$ cat config.mk
export PLATFORM = sky130hd
export DESIGN_NAME = adder_scheduler
export DESIGN_NICKNAME = d
export VERILOG_FILES = /design/src/rtl/adder_scheduler.sv
export SDC_FILE = /design/constraint.sdc
export NUM_CORES = 1
export LEC_CHECK = 0
export BUFFER_PORTS_ARGS = -buffer_cell sky130_fd_sc_hd__clkbuf_2
export CAP_MARGIN = 15
export CORE_UTILIZATION = 30
export CTS_BUF_LIST = sky130_fd_sc_hd__clkbuf_16
export DETAILED_ROUTE_END_ITERATION = 10
export PLACE_DENSITY = 0.6
export SLEW_MARGIN = 15
export SYNTH_ARGS = -nofsm -noshare
export SYNTH_HDL_FRONTEND = slang
export SYNTH_SLANG_ARGS = --single-unit
$ cat constraint.sdc
create_clock -name clk -period 5.2 [get_ports clk]
set_input_delay 0 -clock clk [delete_from_list [all_inputs] [get_ports clk]]
set_output_delay 0 -clock clk [all_outputs]
set_load 0.05 [all_outputs]
$ cat src/rtl/adder_scheduler.sv
// Two-requester round-robin scheduler feeding a shared 24-bit carry-select adder through an OP/RES pipeline.
// Optional macro ADDER_SCHED_COUT_EN registers the carry out of bit 23 onto rsp_cout.
module adder_scheduler (
  input  logic        clk,
  input  logic        rst,
  input  logic        req0_valid,
  input  logic        req1_valid,
  output logic        req0_ready,
  output logic        req1_ready,
  input  logic [23:0] req0_a,
  input  logic [23:0] req0_b,
  input  logic [23:0] req1_a,
  input  logic [23:0] req1_b,
  output logic [23:0] add_a,
  output logic [23:0] add_b,
  output logic [5:0]  add_cin,
  input  logic [23:0] add_sum,
  output logic        rsp_valid,
  input  logic        rsp_ready,
  output logic [23:0] rsp_sum,
  output logic        rsp_id,
  output logic        rsp_cout
);

  typedef enum logic [1:0] {EMPTY, OP_ONLY, RES_ONLY, BOTH} state_t;

  state_t      state_reg, state_next;
  logic [23:0] op_a_reg, op_b_reg;
  logic        op_id_reg;
  logic [23:0] res_sum_reg;
  logic        res_id_reg;
  logic        last_grant_reg;

  logic op_full, res_full, advance, drain, can_accept;
  logic grant0, grant1, accept;

  assign op_full    = (state_reg == OP_ONLY) || (state_reg == BOTH);
  assign res_full   = (state_reg == RES_ONLY) || (state_reg == BOTH);
  assign advance    = op_full && (!res_full || rsp_ready);
  assign drain      = res_full && rsp_ready;
  assign can_accept = !op_full || advance;

  // Under contention the requester not granted last wins.
  assign grant0 = req0_valid && (!req1_valid || last_grant_reg);
  assign grant1 = req1_valid && (!req0_valid || !last_grant_reg);

  assign req0_ready = !rst && grant0 && can_accept;
  assign req1_ready = !rst && grant1 && can_accept;
  assign accept     = req0_ready || req1_ready;

  always_comb begin
    state_next = state_reg;
    case (state_reg)
      EMPTY:    if (accept) state_next = OP_ONLY;
      // OP always advances here; a simultaneous accept leaves both stages full.
      OP_ONLY:  state_next = accept ? BOTH : RES_ONLY;
      RES_ONLY: begin
        if (accept && drain) state_next = OP_ONLY;
        else if (accept)     state_next = BOTH;
        else if (drain)      state_next = EMPTY;
      end
      BOTH:     if (drain && !accept) state_next = RES_ONLY;
      default:  state_next = EMPTY;
    endcase
  end

  always_ff @(posedge clk or posedge rst) begin
    if (rst) begin
      state_reg      <= EMPTY;
      op_a_reg       <= '0;
      op_b_reg       <= '0;
      op_id_reg      <= 1'b0;
      res_sum_reg    <= '0;
      res_id_reg     <= 1'b0;
      last_grant_reg <= 1'b1;
    end else begin
      state_reg <= state_next;
      if (accept) begin
        op_a_reg       <= req1_ready ? req1_a : req0_a;
        op_b_reg       <= req1_ready ? req1_b : req0_b;
        op_id_reg      <= req1_ready;
        last_grant_reg <= req1_ready;
      end
      if (advance) begin
        res_sum_reg <= add_sum;
        res_id_reg  <= op_id_reg;
      end
    end
  end

  // Group generate/propagate from the OP pair, rippled into per-group carry-selects.
  logic [4:0] grp_gen, grp_prop;
  logic [5:0] carry;
  assign carry[0] = 1'b0;

  generate
    for (genvar gi = 0; gi < 5; gi++) begin : g_grp
      logic [4:0] grp_raw;
      assign grp_raw       = {1'b0, op_a_reg[4*gi +: 4]} + {1'b0, op_b_reg[4*gi +: 4]};
      assign grp_gen[gi]   = grp_raw[4];
      assign grp_prop[gi]  = (grp_raw[3:0] == 4'hF);
      assign carry[gi + 1] = grp_gen[gi] | (grp_prop[gi] & carry[gi]);
    end
  endgenerate

  assign add_a     = op_a_reg;
  assign add_b     = op_b_reg;
  assign add_cin   = carry;
  assign rsp_valid = res_full;
  assign rsp_sum   = res_sum_reg;
  assign rsp_id    = res_id_reg;

`ifdef ADDER_SCHED_COUT_EN
  logic [4:0] top_raw;
  logic       cout_next;
  logic       res_cout_reg;
  assign top_raw   = {1'b0, op_a_reg[23:20]} + {1'b0, op_b_reg[23:20]};
  assign cout_next = top_raw[4] | ((top_raw[3:0] == 4'hF) & carry[5]);

  always_ff @(posedge clk or posedge rst) begin
    if (rst)          res_cout_reg <= 1'b0;
    else if (advance) res_cout_reg <= cout_next;
  end
  assign rsp_cout = res_cout_reg;
`else
  assign rsp_cout = 1'b0;
`endif

endmodule

-- Yosys cells after proc, flatten, opt, wreduce, memory -nomap -nowiden
Cells that the tools add are included.
- register bits after elaboration: 77
- input bits: 125
- output and inout port bits: 83
- word-level logic and storage cells: 65
- add/subtract/negate cells: 5
- equal/unequal tests: 10
- multiplexer cells: 9
- bitwise gates (word level): 8
- reductions and logical operators: 26
- operators by type and width (kind ; count):
    24-bit two-way mux ; 2
    4-bit by 4-bit adder with 5-bit output ; 5
    4-bit equality test (second input constant) ; 4
    1-bit logical AND ; 10
    2-bit two-way mux ; 5
    2-bit case mux with 4 select lines ; 1
    1-bit logical NOT ; 7
    1-bit logical OR ; 7
    1-bit AND ; 4
    2-bit equality test (second input constant) ; 2
    4-bit by 3-bit inequality test with 1-bit output (second input constant) ; 1
    1-bit bitwise OR ; 4
    3-bit AND reduction ; 1
    2-bit by 1-bit equality test with 1-bit output (second input constant) ; 1
    2-bit logical NOT ; 1
    2-bit by 1-bit inequality test with 1-bit output (second input constant) ; 1
    2-bit inequality test (second input constant) ; 1
    1-bit two-way mux ; 1

-- Depth between registers and ports, before layout
- word-level depth: 12
- depth in mapped cells: 8
- gate-level depth less buffers: 7

-- Worst setup path after synthesis
OpenSTA, ideal clock, no wires.
- path kind: input to register
- start point: input rst
- end point: register op_b_reg[5], in the netlist add_b[5]
- setup time: 0.077 ns
- arrival: 2.765 ns
- data required time: 5.123 ns
- slack: 2.359 ns
- cell stages on the path: 7
- path buffers: 2
- cell sequence: inv_1 -> and2_4 -> and3_4 -> buf_6 -> buf_2 -> nand2_1 -> o21ai_1
- cells in the longest elaborated chain, start to end: 4
- elaborated cells between the ends (all ways): 7
- those cells by class: mux: 1; reduce/logical: 6
- RTL lines (element ; line ; RTL):
    from (decl) ; 5 ; input logic rst,
    1-bit logical NOT (no source line) (*) ; - ;
    1-bit logical AND (*) (2 in a row) ; 48 ; assign req1_ready = !rst && grant1 && can_accept;
    via req1_ready ; 9 ; output logic req1_ready,
    24-bit two-way mux / 1-bit logical OR (equally long branches) ; 80, 49 ;
    to (signal assigned) ; 80 ; op_b_reg <= req1_ready ? req1_b : req0_b;
    to (decl) ; 28 ; logic [23:0] op_a_reg, op_b_reg;
The timed path passes the listed nets; every way through them passes the cells marked *.
A chain may end at the register's enable or synchronous reset.

-- Worst setup path in the final report
- start point: register op_a_reg[4], in the netlist add_a[4]
- end point: output add_cin[4]
- cells in the longest elaborated chain, start to end: 8
- RTL lines (element ; line ; RTL):
    from (decl) ; 28 ;
    from (signal assigned) ; 79 ; op_a_reg <= req1_ready ? req1_a : req0_a;
    4-bit by 4-bit adder with 5-bit output (*) ; 99 ; assign grp_raw = {1'b0, op_a_reg[4*gi +: 4]} + {1'b0, op_b_reg[4*gi +: 4]};
    4-bit equality test ; 101 ; assign grp_prop[gi] = (grp_raw[3:0] == 4'hF);
    1-bit AND ; 102 ; assign carry[gi + 1] = grp_gen[gi] | (grp_prop[gi] & carry[gi]);
    1-bit bitwise OR (*) ; 102 ;
    1-bit AND (*) ; 102 ;
    1-bit bitwise OR (*) ; 102 ;
    1-bit AND (*) ; 102 ;
    1-bit bitwise OR (*) ; 102 ;
    to (decl) ; 16 ; output logic [5:0] add_cin,
Every way passes the cells marked *; elsewhere a longest branch is shown, timed or not.

==> out/results.ini <==
[status]
status=completed

[drt]
dr.pass1.iters=5
num_vias=3890
wirelength_um=11700
routed_via_density=4.54
ant_nets=0
wl_per_cell_um=13.6
drc=0
drt_iter0_drc=125

[run]
drv_cap=0

[synthesis]
syn_inst=358
synthFlopType=dfrtp_1
synth.distinct_cells=40
yosys_warnings=0
synth-edff-count=0
ys_ff_latch=77
synth_area_um2=4070
ys_seq_area_share_pct=47.4
syn_avg_cell_area_um2=11.4
async_flop_share_pct=100

[worst_hold_path]
hp-class=input pin to flip-flop
min-delay-start=add_sum[0]

[setup_path]
r2r-start=last_grant_reg
crit_family=compound AO/OA/AOI/OAI gates
critPathSlowestCell=fa_1
path_cells=ha_1, fa_1, xor2_1, and3_1, o221ai_2, a211oi_2, o32a_1, clkbuf_2
critPathMaxStageDelay_ps=410
crit_type=flip-flop to primary output
crit_path_start_kind=flip-flop
crit_path_end_kind=primary output
worst-path-buf-inv=1
cp_data_required_time_ps=5200
r2r_slack_ps=2510
cp_max_fo=3
crit_arrival_ps=2730
crit_start=add_a[4]

[die]
die_y_um=118
dieArea_um2=14000
die_w_um=118
io_pins=208
rows=42
core-area_um2=13200
start_util_pct=30.7

[placement]
post_dp_cell_area_um2=5120
port_buffers=205
place_congestion=0.737
dp_hpwl_um=7350

[timing]
fin_skew_ps=7.61
setup_violations=0
rsz0062_at_grt=no
slew_viol_final=0
tns_ps=0
fmax_mhz=367
slew_headroom_pct=31.2
tightest_slew_ps=1030
fin_crit_sh_pct=52.4
fin_crit_ps=2730
final-hold-violation-count=0

[clock_tree]
htree_levels=3
cts_tree=yes
clkSinkCount=77
clock-root-buffer=clkbuf_16
post_cts_buffers=0
cts.clk_slew.worst_paths_ps=60
cts_buffers=9
cts_max_path_buffers=2
clkLatencyLatePin_ps=340

[power_and_ir_drop]
peakVddDrop_v=0.000360
power.density_nw_per_um2=537
power.leakage_nw=3.52

[layout]
layout_commonest_cell=clkbuf_2
final_cell_area_um2=6610
layout_common_cells=clkbuf_2 (205), dlygate4sd3_1 (122), dfrtp_1 (76)
drive_gt1_share_pct=37.6
layout.nets=824
areaGrowthSynthToFinish_pct=62.4
antenna_cells=0

[grt]
grt_max_degree=99
grt_pass1_vias=4053
grt_overflow=0
grt_antenna_before_repair=0
grt_pass1_wl_um=19100
grt_usage_pct=17.0

layer usage:
layer / share of wire [%] / up-vias / GRT usage, % / routed length (µm)
met5: 0 / - / 0 / 0
met4: 1.9 / 0 / 6.96 / 218
met3: 7.0 / 17 / 4.44 / 820
met2: 49 / 155 / 29.5 / 5780
met1: 42 / 1830 / 19.9 / 4880
li1: - / 1888 / - / -
metrics by stage:
step                setup WS [ps]  util (%)  power [W]  cells  hold WS (ps)
finish                       2470      49.9    0.00355    857           430
global route                 2300      49.9    0.00375    857           434
CTS                          2430      49.9    0.00357    857           412
detailed placement           2820      38.7    0.00277    719           215
global placement             2840      38.7    0.00274    719           207
floorplan                    2360         -    0.00235    359           117
kinds of logic after synthesis:
kind of cell | share of synthesized area, %
flops | 47.4
mux | 19.2
xor+xnor | 1.08
fa+ha+maj | 7.81
compound gates | 9.99
buf+inv | 5.72
other cells | 0.0921
simple gates | 8.70
worst paths after layout:
kind	to	cells past startpoint
min	rsp_sum[0]	3
max in group asynchronous	add_b[12]	4
max reg2reg	add_b[14]	5
max	add_cin[4]	8
min in group asynchronous	rsp_sum[23]	4
min reg2reg	last_grant_reg	2
final cells by class:
cell class / count / area (µm²)
repair buffers: 328 / 2250
clock inverters: 7 / 42.5
flip-flops and latches: 77 / 1930
inverters: 5 / 20.0
multi-input cells: 255 / 1920
fillers: 1192 / 6630
well taps: 176 / 220
clock buffers: 9 / 225
cells in the mapped netlist, drive strengths merged (5+ instances only):
master / n / share of area, %
a21o: 6 / 1.1
a21oi: 10 / 1.2
buf: 17 / 4.7
clkbuf: 5 / 0.55
dfrtp: 76 / 47
ha: 19 / 5.8
inv: 5 / 0.46
mux2: 26 / 7.2
mux2i: 49 / 12
nand2: 58 / 5.3
nand3: 5 / 0.74
o21ai: 48 / 5.9
worst min-delay path: stages:
cell,delay [ps]
dlygate4sd3_1,520
clkbuf_2,90
mux2_2,120
power by group:
group	total, W	switching, W	internal, W	leakage [nW]
sequential	0.000975	0.000165	0.000810	0.920
combinational	0.00201	0.00132	0.000691	2.46
clock	0.000571	0.000251	0.000320	0.134
what timing repair did:
action	in CTS	in global routing
hold endpoints to repair	99	0
hold buffers	122	0
resized for setup	0	0
No activity file was read; power rests on OpenSTA's default activity.
